### config.mk
export PLATFORM = sky130hd
export DESIGN_NAME = pipeline_advance_ctrl_flat
export DESIGN_NICKNAME = d
export VERILOG_FILES = /design/src/rtl/pipeline_advance_ctrl_if.sv /design/src/rtl/pipeline_advance_ctrl.sv /design/src/flat_wrapper.sv
export SDC_FILE = /design/constraint.sdc
export NUM_CORES = 1
export LEC_CHECK = 0
export ABC_CLOCK_PERIOD_IN_PS = 4050
export CAP_MARGIN = 10
export CORE_UTILIZATION = 55
export CTS_CLUSTER_DIAMETER = 80
export CTS_CLUSTER_SIZE = 14
export DETAILED_ROUTE_END_ITERATION = 6
export PLACE_DENSITY = 0.94
export SYNTH_ARGS = -nofsm -noshare
export SYNTH_HDL_FRONTEND = slang
export SYNTH_SLANG_ARGS = --single-unit
### constraint.sdc
create_clock -name clk -period 4.05 [get_ports clk]
set_input_delay 0.6075 -clock clk [delete_from_list [all_inputs] [get_ports clk]]
set_output_delay 0.6075 -clock clk [all_outputs]
set_load 0.02 [all_outputs]
### src/rtl/pipeline_advance_ctrl_if.sv
// Handshake bundle between the memory/hazard units and the pipeline advance controller.
// The controller connects through the slave modport; the stimulus side uses master.
interface pipeline_advance_ctrl_if;
  logic imem_resp;
  logic dmem_req;
  logic dmem_resp;
  logic load_use;
  logic br_taken;
  logic load_pc;
  logic load_if_id;
  logic load_id_ex;
  logic load_ex_mem;
  logic load_mem_wb;
  logic flush_if_id;
  logic flush_id_ex;
  logic imem_capture;
  logic dmem_capture;

  modport master (
    output imem_resp, dmem_req, dmem_resp, load_use, br_taken,
    input  load_pc, load_if_id, load_id_ex, load_ex_mem, load_mem_wb,
    input  flush_if_id, flush_id_ex, imem_capture, dmem_capture
  );

  modport slave (
    input  imem_resp, dmem_req, dmem_resp, load_use, br_taken,
    output load_pc, load_if_id, load_id_ex, load_ex_mem, load_mem_wb,
    output flush_if_id, flush_id_ex, imem_capture, dmem_capture
  );
endinterface

### src/rtl/pipeline_advance_ctrl.sv
// Pipeline advance/stall/bubble/flush controller for the 5-stage rv32i pipe.
// Remembers early I/D responses across memory stalls and keeps saturating perf counters.
module pipeline_advance_ctrl #(
  parameter int CNT_WIDTH = 32
) (
  input  logic                 clk,
  input  logic                 rst,
  pipeline_advance_ctrl_if.slave pif,
  output logic [CNT_WIDTH-1:0] stall_cnt,
  output logic [CNT_WIDTH-1:0] bubble_cnt,
  output logic [CNT_WIDTH-1:0] flush_cnt
);

  localparam logic [1:0] RUN   = 2'd0;
  localparam logic [1:0] IHELD = 2'd1;
  localparam logic [1:0] DHELD = 2'd2;

  localparam logic [CNT_WIDTH-1:0] CNT_ONE = {{(CNT_WIDTH-1){1'b0}}, 1'b1};
  localparam logic [CNT_WIDTH-1:0] CNT_MAX = {CNT_WIDTH{1'b1}};

  logic [1:0] state_reg;
  logic [1:0] state_next;
  logic       i_done;
  logic       d_done;
  logic       i_ok;
  logic       d_ok;
  logic       adv;
  logic [2:0] cnt_inc;
  logic [3*CNT_WIDTH-1:0] cnt_flat;

  assign i_done = (state_reg == IHELD);
  assign d_done = (state_reg == DHELD);
  assign i_ok   = i_done | pif.imem_resp;
  assign d_ok   = !pif.dmem_req | d_done | pif.dmem_resp;
  assign adv    = i_ok & d_ok & !rst;

  always_comb begin
    pif.load_pc      = 1'b0;
    pif.load_if_id   = 1'b0;
    pif.load_id_ex   = 1'b0;
    pif.load_ex_mem  = 1'b0;
    pif.load_mem_wb  = 1'b0;
    pif.flush_if_id  = 1'b0;
    pif.flush_id_ex  = 1'b0;
    pif.imem_capture = 1'b0;
    pif.dmem_capture = 1'b0;
    if (adv) begin
      pif.load_id_ex  = 1'b1;
      pif.load_ex_mem = 1'b1;
      pif.load_mem_wb = 1'b1;
      if (pif.br_taken) begin
        pif.load_pc     = 1'b1;
        pif.load_if_id  = 1'b1;
        pif.flush_if_id = 1'b1;
        pif.flush_id_ex = 1'b1;
      end else if (pif.load_use) begin
        // Hold PC and IF/ID so the dependent instruction re-enters ID next cycle.
        pif.flush_id_ex = 1'b1;
      end else begin
        pif.load_pc    = 1'b1;
        pif.load_if_id = 1'b1;
      end
    end else if (!rst) begin
      pif.imem_capture = pif.imem_resp & !i_done;
      pif.dmem_capture = pif.dmem_resp & pif.dmem_req & !d_done;
    end
  end

  always_comb begin
    state_next = state_reg;
    if (adv) begin
      state_next = RUN;
    end else if (!i_done && !d_done) begin
      if (pif.imem_resp && !d_ok) begin
        state_next = IHELD;
      end else if (pif.dmem_resp && pif.dmem_req && !pif.imem_resp) begin
        state_next = DHELD;
      end
    end
  end

  always_ff @(posedge clk) begin
    if (rst) begin
      state_reg <= RUN;
    end else begin
      state_reg <= state_next;
    end
  end

  assign cnt_inc[0] = !adv & !rst;
  assign cnt_inc[1] = adv & !pif.br_taken & pif.load_use;
  assign cnt_inc[2] = adv & pif.br_taken;

  // Counter slots: 0 = stall, 1 = bubble, 2 = flush.
  generate
    for (genvar gi = 0; gi < 3; gi++) begin : g_cnt
      logic [CNT_WIDTH-1:0] cnt_reg;
      always_ff @(posedge clk) begin
        if (rst) begin
          cnt_reg <= '0;
        end else if (cnt_inc[gi] && (cnt_reg != CNT_MAX)) begin
          cnt_reg <= cnt_reg + CNT_ONE;
        end
      end
      assign cnt_flat[gi*CNT_WIDTH +: CNT_WIDTH] = cnt_reg;
    end
  endgenerate

  assign stall_cnt  = cnt_flat[0*CNT_WIDTH +: CNT_WIDTH];
  assign bubble_cnt = cnt_flat[1*CNT_WIDTH +: CNT_WIDTH];
  assign flush_cnt  = cnt_flat[2*CNT_WIDTH +: CNT_WIDTH];

endmodule
### src/flat_wrapper.sv
// flat-port wrapper written by rule: the top's interface ports become plain ports
module pipeline_advance_ctrl_flat 
#(
  parameter int CNT_WIDTH = 32
)
  (clk, rst, stall_cnt, bubble_cnt, flush_cnt, pif_imem_resp, pif_dmem_req, pif_dmem_resp, pif_load_use, pif_br_taken, pif_load_pc, pif_load_if_id, pif_load_id_ex, pif_load_ex_mem, pif_load_mem_wb, pif_flush_if_id, pif_flush_id_ex, pif_imem_capture, pif_dmem_capture);
  pipeline_advance_ctrl_if pif_i ();
  input  logic clk;
  input  logic rst;
  output logic [CNT_WIDTH-1:0] stall_cnt;
  output logic [CNT_WIDTH-1:0] bubble_cnt;
  output logic [CNT_WIDTH-1:0] flush_cnt;
  input wire logic [$bits(pif_i.imem_resp)-1:0] pif_imem_resp;
  input wire logic [$bits(pif_i.dmem_req)-1:0] pif_dmem_req;
  input wire logic [$bits(pif_i.dmem_resp)-1:0] pif_dmem_resp;
  input wire logic [$bits(pif_i.load_use)-1:0] pif_load_use;
  input wire logic [$bits(pif_i.br_taken)-1:0] pif_br_taken;
  output wire logic [$bits(pif_i.load_pc)-1:0] pif_load_pc;
  output wire logic [$bits(pif_i.load_if_id)-1:0] pif_load_if_id;
  output wire logic [$bits(pif_i.load_id_ex)-1:0] pif_load_id_ex;
  output wire logic [$bits(pif_i.load_ex_mem)-1:0] pif_load_ex_mem;
  output wire logic [$bits(pif_i.load_mem_wb)-1:0] pif_load_mem_wb;
  output wire logic [$bits(pif_i.flush_if_id)-1:0] pif_flush_if_id;
  output wire logic [$bits(pif_i.flush_id_ex)-1:0] pif_flush_id_ex;
  output wire logic [$bits(pif_i.imem_capture)-1:0] pif_imem_capture;
  output wire logic [$bits(pif_i.dmem_capture)-1:0] pif_dmem_capture;
  assign pif_i.imem_resp = pif_imem_resp;
  assign pif_i.dmem_req = pif_dmem_req;
  assign pif_i.dmem_resp = pif_dmem_resp;
  assign pif_i.load_use = pif_load_use;
  assign pif_i.br_taken = pif_br_taken;
  assign pif_load_pc = pif_i.load_pc;
  assign pif_load_if_id = pif_i.load_if_id;
  assign pif_load_id_ex = pif_i.load_id_ex;
  assign pif_load_ex_mem = pif_i.load_ex_mem;
  assign pif_load_mem_wb = pif_i.load_mem_wb;
  assign pif_flush_if_id = pif_i.flush_if_id;
  assign pif_flush_id_ex = pif_i.flush_id_ex;
  assign pif_imem_capture = pif_i.imem_capture;
  assign pif_dmem_capture = pif_i.dmem_capture;
  pipeline_advance_ctrl #(.CNT_WIDTH(CNT_WIDTH)) u_core (.clk(clk), .rst(rst), .pif(pif_i), .stall_cnt(stall_cnt), .bubble_cnt(bubble_cnt), .flush_cnt(flush_cnt));
endmodule
==> Word-level counts from Yosys, hierarchy flattened <==
Cells that the tools add are included.
{ "totals": {"ff_bits": 98, "latchBits": 0, "ram_bits": 0, "romBits": 0, "input_bits": 7, "out_inout_bits": 105, "wordCells": 57, "mem_count": 0} }
{ "classes": {"add_sub_neg": 3, "multipliers": 0, "n_div": 0, "order_cmp": 0, "n_eq_ne": 5, "n_shift": 0, "mux": 15, "n_bitwise": 12, "n_reduce_logical": 18} }
{ "op_table": {"columns": ["cell", "n"], "rows": [
  ["32-bit by 1-bit adder with 32-bit output, second input constant", 3],
  ["32-bit != test, second input constant", 3],
  ["1-bit two-way mux", 13],
  ["1-bit bitwise AND", 9],
  ["1-bit zero test", 8],
  ["1-bit logical AND", 7],
  ["2-bit two-way mux", 2],
  ["1-bit OR", 3],
  ["2-bit by 1-bit equality test with 1-bit output, second input constant", 1],
  ["2-bit equality test, second input constant", 1],
  ["2-bit AND reduction", 1],
  ["2-bit nonzero test", 1],
  ["2-bit OR reduction", 1]
]} }

==> Logic depth before layout (Yosys ltp) <==
Gate-level depths: netlist of run 1.
{ "logic_depth": {"word_depth": 8, "ltp_mapped": 10} }

==> Worst setup path before layout of run 1 <==
No wires, ideal clock.
{ "synth_timing": {"path_kind": "in2out", "startpoint": "in rst", "endpoint": "out pif_load_pc", "arrival_time_ns": 2.312, "slack_ns": 1.131, "stages": 5, "n_path_buf": 4, "path_cell_list": "clkbuf_1 clkbuf_1 buf_1 nor4_1 buf_4"} }
{ "synth_between": {"elab_chain_cells": 3} }
{ "synth_lines": {"columns": ["item", "line", "source"], "rows": [
  ["start, declared", "flat_wrapper.sv:9", "input logic rst;"],
  ["1-bit zero test", "pipeline_advance_ctrl.sv:35", "assign adv = i_ok & d_ok & !rst;"],
  ["1-bit bitwise AND", "pipeline_advance_ctrl.sv:35", null],
  ["1-bit two-way mux", null, null],
  ["end, declared", "flat_wrapper.sv:18", "output wire logic [$bits(pif_i.load_pc)-1:0] pif_load_pc;"]
]} }
No other way between the ends.

==> Worst setup path after layout of run 1 <==
{ "layout_timing": {"startpoint": "in pif_dmem_req", "endpoint": "out pif_dmem_capture"} }
{ "layout_between": {"elab_chain_cells": 6, "elab_cells_between_ends": 9, "cone_classes": "mux: 2; bitwise: 6; reduce/logical: 1"} }
{ "layout_lines": {"columns": ["item", "line", "source"], "rows": [
  ["start, declared", "flat_wrapper.sv:14", "input wire logic [$bits(pif_i.dmem_req)-1:0] pif_dmem_req;"],
  ["1-bit zero test", "pipeline_advance_ctrl.sv:34", "assign d_ok = !pif.dmem_req | d_done | pif.dmem_resp;"],
  ["1-bit OR (2 in a row)", "pipeline_advance_ctrl.sv:34", null],
  ["1-bit bitwise AND (2 in a row)", "pipeline_advance_ctrl.sv:35", null],
  ["1-bit two-way mux (*)", "pipeline_advance_ctrl.sv:47", "if (adv) begin"],
  ["end, declared", "flat_wrapper.sv:26", "output wire logic [$bits(pif_i.dmem_capture)-1:0] pif_dmem_capture;"]
]} }
Every way passes the cells marked *; elsewhere a longest branch is shown, timed or not.

==> results of run 1 <==
==> cells in the mapped netlist, drive strengths merged, types with 2 or more instances <==
cell / n / area (um^2)
nor2: 39 / 146
nor3: 7 / 35.0
and4: 16 / 140
nand2: 46 / 173
a2111oi: 5 / 68.8
and2: 6 / 37.5
nor3b: 2 / 15.0
a31oi: 2 / 12.5
buf: 11 / 62.6
and3: 21 / 131
a31o: 4 / 35.0
a21oi: 58 / 290
a211oi: 4 / 30.0
nor4: 7 / 50.1
mux2: 7 / 78.8
dfxtp: 98 / 1960
o311ai: 2 / 17.5
nand3: 34 / 170
nand4: 32 / 215
o41ai: 2 / 17.5
xnor2: 8 / 70.1
or3: 40 / 250
mux2i: 4 / 40.0
clkbuf: 21 / 78.8
o31a: 2 / 17.5
o21ai: 39 / 195
or4: 19 / 143
xor2: 8 / 70.1
o211ai: 8 / 60.1
ha: 5 / 62.6
o31ai: 28 / 220
o21a: 4 / 30.0
nand2b: 2 / 12.5
inv: 16 / 60.1
nor2b: 8 / 50.1
==> worst max-delay path, cell delays in order <==
cell	delay [ns]
clkdlybuf4s50_1	0.57
nor3b_1	0.53
o21ai_1	0.17
nor3_1	0.16
clkdlybuf4s50_1	0.63
==> cell type report <==
| type | count | area share, % |
|---|---|---|
| Sequential cell | 98 | 30.2 |
| Tap cell | 108 | 2.08 |
| Multi-Input combinational cell | 477 | 45.8 |
| Antenna cell | 1 | 0.0385 |
| Inverter | 16 | 0.925 |
| Clock inverter | 4 | 0.771 |
| Clock buffer | 12 | 2.39 |
| Timing Repair Buffer | 117 | 17.7 |
==> stage by stage <==
stage,area [um^2],utilization (%)
after global placement,6280,70.9
after global routing,6490,73.3
after detailed placement,6280,70.9
after CTS,6480,73.3
after floorplan,5120,-
final,6490,73.4
==> cells by family after synthesis <==
logic type | count (synthesis) | synth area share [%]
XOR/XNOR | 16 | 2.74
AND/OR/NAND/NOR | 283 | 31.3
buffers and inverters | 48 | 3.93
flip-flops | 98 | 38.3
multiplexers | 11 | 2.32
AO/OA/AOI/OAI | 162 | 20.2
adder cells (fa/ha/maj) | 5 | 1.22
==> metal layers <==
layer	track usage [%]	wire [um]	vias up
li1	-	-	2561
met1	34.4	5620	2553
met2	51.8	7170	263
met3	5.67	1050	52
met4	12.9	466	0
met5	0	0	-
==> power by group <==
part | total, mW | leakage, nW | switching [mW] | internal [mW]
clock network | 0.661 | 0.0986 | 0.343 | 0.319
registers | 0.971 | 0.790 | 0.00441 | 0.966
logic | 0.0885 | 1.14 | 0.0565 | 0.0320
==> final timing paths <==
check                                         start  cells past startpoint                    to
worst max-delay path                   pif_dmem_req                      5      pif_dmem_capture
worst min-delay path            u_core.state_reg[0]                      2   u_core.state_reg[0]
worst max register to register  u_core.state_reg[0]                      7  u_core.stall_cnt[11]
worst min register to register  u_core.state_reg[0]                      2   u_core.state_reg[0]
==> results.toml, run 1 <==
[placed_design]
numPortBuffers = 111
dp_cells = 815
dpl.hpwl_um = 9980
place_congestion = 0.924
pre_cts_ws_ns = 0.861

[layout]
nNetsFinal = 731
syn_to_final_growth_pct = 26.7
ff_latch_area_mm2 = 0.00196
final_layout_size_suffix_gt1_share_pct = 5.11
final_cells = 833
most-common-layout-cells = "clkdlybuf4s50_1 (110), dfxtp_1 (98), a21oi_1 (58)"
multiInputGateArea_mm2 = 0.00298
final_common_cell = "clkdlybuf4s50_1"
fill_cells = 631

[grt]
antenna_found_initial = 0
grt_max_degree = 91
grt_pass1_wl_um = 23500
grt_pass1_vias = 5012
gr-total-overflow = 0
grtUsageTotal_pct = 29.3

[sta]
holdWs_ns = 0.496
clock_skew_ns = 0.0133
slew_violations = 0
tns_ns = 0
rsz0062_at_grt = "false"
max-slew-margin-rel_pct = 29.5
hold_viol_final = 0
worst_slew_pin_slew_ns = 1.05
fmax_mhz = 305
fin_crit_ns = 3.28
fin_ws_ns = 0.774
setup_viol = 0
min_period_over_period_pct = 80.9

[clock_network]
cts_buffers = 9
h-tree-depth = 3
cts_hold_buf = 0
path_clk_slew_ns = 0.09
clock_latency_ns = 0.37
cts_resized = 0
root_buffer = "clkbuf_8"
cts_tree = "yes"
clock_path_buffers = 2
cts_setup_buffers = 0
cts_sinks = 98

[floorplanning]
num_rows = 34
fp.dieH_um = 98.5
core_mm2 = 0.00885
die-area_mm2 = 0.00970
die_w_um = 98.5
initial_core_util_pct = 57.9
io_pins = 112

[routing]
remaining_drc_errors = 4
post_drt_via_cell_ratio = 6.52
ant_nets = 0
first_pass_iters = 7
drt-total-wl_um = 14300
initialDrtViolationCount = 368
post_drt_wl_per_cell_um = 17.2
vias = 5429

[power]
p_total_mw = 1.72
power.density_mw_per_mm2 = 265
p_leak_nw = 2.02
ir_worst_vdd_mv = 0.178

[logic_synthesis]
syn-cell-area_mm2 = 0.00512
synth_nets = 635
synth_edf_count = 0
avgSynthCellArea_um2 = 8.22
synth_warnings = 0
seq_area_frac_synth_pct = 38.3
synthCells = 623
synth_ff_type = "dfxtp_1"
ys_types = 53
ys_seq_elements = 98
async_flop_share_pct = 0

[hold_path]
worst_hold_path_type = "reg -> reg"

[job]
max_cap_viol_count = 0

[setup_path]
crit_path_end_kind = "primary output"
rrSetupSlack_ns = 1.33
critical_path_class = "in -> out"
worstPathMaxFanout = 5
worst_ep_required_time_ns = 3.44
crit_path_start_kind = "primary input"
arrival_ns = 2.67

[run_status]
violations = "design-rule violations"
status = "complete, but fails checks"
No activity file was read; power rests on OpenSTA's default activity.
==> run 2: changes to the inputs <==
ABC_CLOCK_PERIOD_IN_PS = 2800   (was 4050)
CORE_UTILIZATION = 46   (was 55)
PLACE_DENSITY = 0.85   (was 0.94)
clock period = 2.8 ns   (was 4.05 ns; I/O delays follow)
==> run 2 against run 1 <==
Compared with the run above: sequential power grew 44%; global-route usage shrank 4.5 points; combinational power grew 53%; hold slack worse by 0.018 ns; the run now ends clean; count of clock-buffer cells in the layout is 1 lower.
==> results.toml, run 2 (synthesis results as in run 1) <==
[run_status]
status = "finished clean"

[routing]
first_pass_iters = 7
wl_met1_um = 6010
wl_met2_um = 7040
topRoutingLayerUsed = "met4"
route.met3.wl_um = 803
remaining_drc_errors = 0
post_drt_via_cell_ratio = 6.03
vias = 5332
ant_nets = 0
drt-total-wl_um = 14200
post_drt_wl_per_cell_um = 16.1
initialDrtViolationCount = 333

[sta]
rsz0062_at_grt = "false"
fin_crit_ns = 2.71
setup_viol = 0
worst_slew_pin_slew_ns = 0.894
fmax_mhz = 369
max-slew-margin-rel_pct = 39.6
hold_viol_final = 0
clock_skew_ns = 0.00469
slew_violations = 0
fin_ws_ns = 0.0900
holdWs_ns = 0.478
min_period_over_period_pct = 96.8
tns_ns = 0

[clock_network]
h-tree-depth = 3
path_clk_slew_ns = 0.09
clock_latency_ns = 0.37
root_buffer = "clkbuf_8"
cts_hold_buf = 0
clock_path_buffers = 2
cts_tree = "yes"
cts_sinks = 98
cts_buffers = 9

[setup_path]
rr_worst_depth = 8
worst_path_dominant_cell_family = "buffers and inverters"
path_buf_inv = 2
crit_path_start_kind = "flop"
cp.depth = 5
cpPeakStageDelay_ns = 0.68
arrival_ns = 2.29
critical_path_class = "reg -> out"
worst_ep_required_time_ns = 2.38
worstPathMaxFanout = 4
crit_path_end_kind = "primary output"
crit_slowest_cell = "clkdlybuf4s50_1"
crit_path_cell_trace = "inv_1, ha_1, or2b_1, nor4_1, clkdlybuf4s50_1"

[layout]
design_area_mm2 = 0.00676
final_common_cell = "clkdlybuf4s50_1"
final_layout_size_suffix_gt1_share_pct = 7.93
fill_cells = 953
final_cells = 884
nNetsFinal = 751
syn_to_final_growth_pct = 31.9
fin_util_pct = 62.4
antenna_cells = 0
most-common-layout-cells = "clkdlybuf4s50_1 (108), dfxtp_1 (98), a21oi_1 (58)"

[grt]
grtUsageTotal_pct = 24.7
grt_pass1_vias = 4973
gr-total-overflow = 0
grt_max_degree = 68
antenna_found_initial = 0
grt_pass1_wl_um = 23000

[power]
swShare_pct = 21.9
p_int_mw = 2.09
p_leak_nw = 2.20
clock_power_share_pct = 42.5
power_frac_seq_pct = 52.5
comb_power_share_pct = 5.0
switching_power_mw = 0.586
ir_worst_vdd_mv = 0.246
power.density_mw_per_mm2 = 396
p_total_mw = 2.67

[placed_design]
placed_cell_area_mm2 = 0.00649
numPortBuffers = 111
dp_cells = 868
dpl.hpwl_um = 10200
pre_cts_ws_ns = -0.0277
place_congestion = 0.912

[job]
max_cap_viol_count = 0

[floorplanning]
fp.dieH_um = 108
initial_core_util_pct = 47.3
die-area_mm2 = 0.0116
io_pins = 112
die_w_um = 108
num_rows = 38
core_mm2 = 0.0108

[hold_path]
hold_path_depth = 2
worst_hold_path_type = "reg -> reg"
run 2: cell count changes in the layout (fill, tap and decap cells not counted), sizes merged:
cell | previous run | this run
clkbuf | 12 | 11
diode | 1 | 0
clkinvlp | 2 | 0
bufinv | 1 | 3
dlymetal6s2s | 0 | 2
clkdlybuf4s50 | 110 | 108
clkinv | 1 | 2
buf | 7 | 27
run 2: worst min-delay path: stages (launching register included):
cell and delay, ns:
dfxtp_1 0.33, nand2_1 0.06, a21oi_1 0.05
run 2: metal layers:
metal  global-route usage (%)  vias up
met3                     4.06       32
li1                         -     2600
met2                     42.5      192
met5                        0        -
met1                     30.0     2508
met4                     11.5        0
run 2: power by group through the flow:
stage | clock network (mW) | registers [mW] | logic, mW
after global routing | 1.20 | 1.40 | 0.146
after floorplan | 0 | 1.44 | 0.0747
after detailed placement | 0 | 1.44 | 0.133
after CTS | 1.15 | 1.40 | 0.135
after global placement | 0 | 1.44 | 0.129
final | 1.14 | 1.40 | 0.135
run 2: what timing repair did:
| item | CTS | global route |
|---|---|---|
| buffers inserted | 0 | 0 |
| gates resized for setup | 1 | 3 |
| pin swaps | 0 | 0 |
| endpoints found under the hold margin | 0 | 0 |
| endpoints found under the setup margin | 1 | 7 |
run 2: cell type report:
cell class	instances	area, um^2	area share (%)
clock buffers	11	151	2.24
clock inverters	5	100	1.48
inverters	16	60.1	0.889
multi-input cells	477	2990	44.3
flip-flops and latches	98	1960	29.0
well taps	140	175	2.59
repair buffers	137	1320	19.5
run 2: path summary, 6_finish.rpt:
kind | startpoint | slack [ns] | endpoint
max | u_core.state_reg[0] | 0.09 | pif_imem_capture
min | u_core.state_reg[0] | 0.48 | u_core.state_reg[0]
max reg2reg | u_core.state_reg[0] | 0.27 | u_core.stall_cnt[27]
min reg2reg | u_core.state_reg[0] | 0.48 | u_core.state_reg[0]
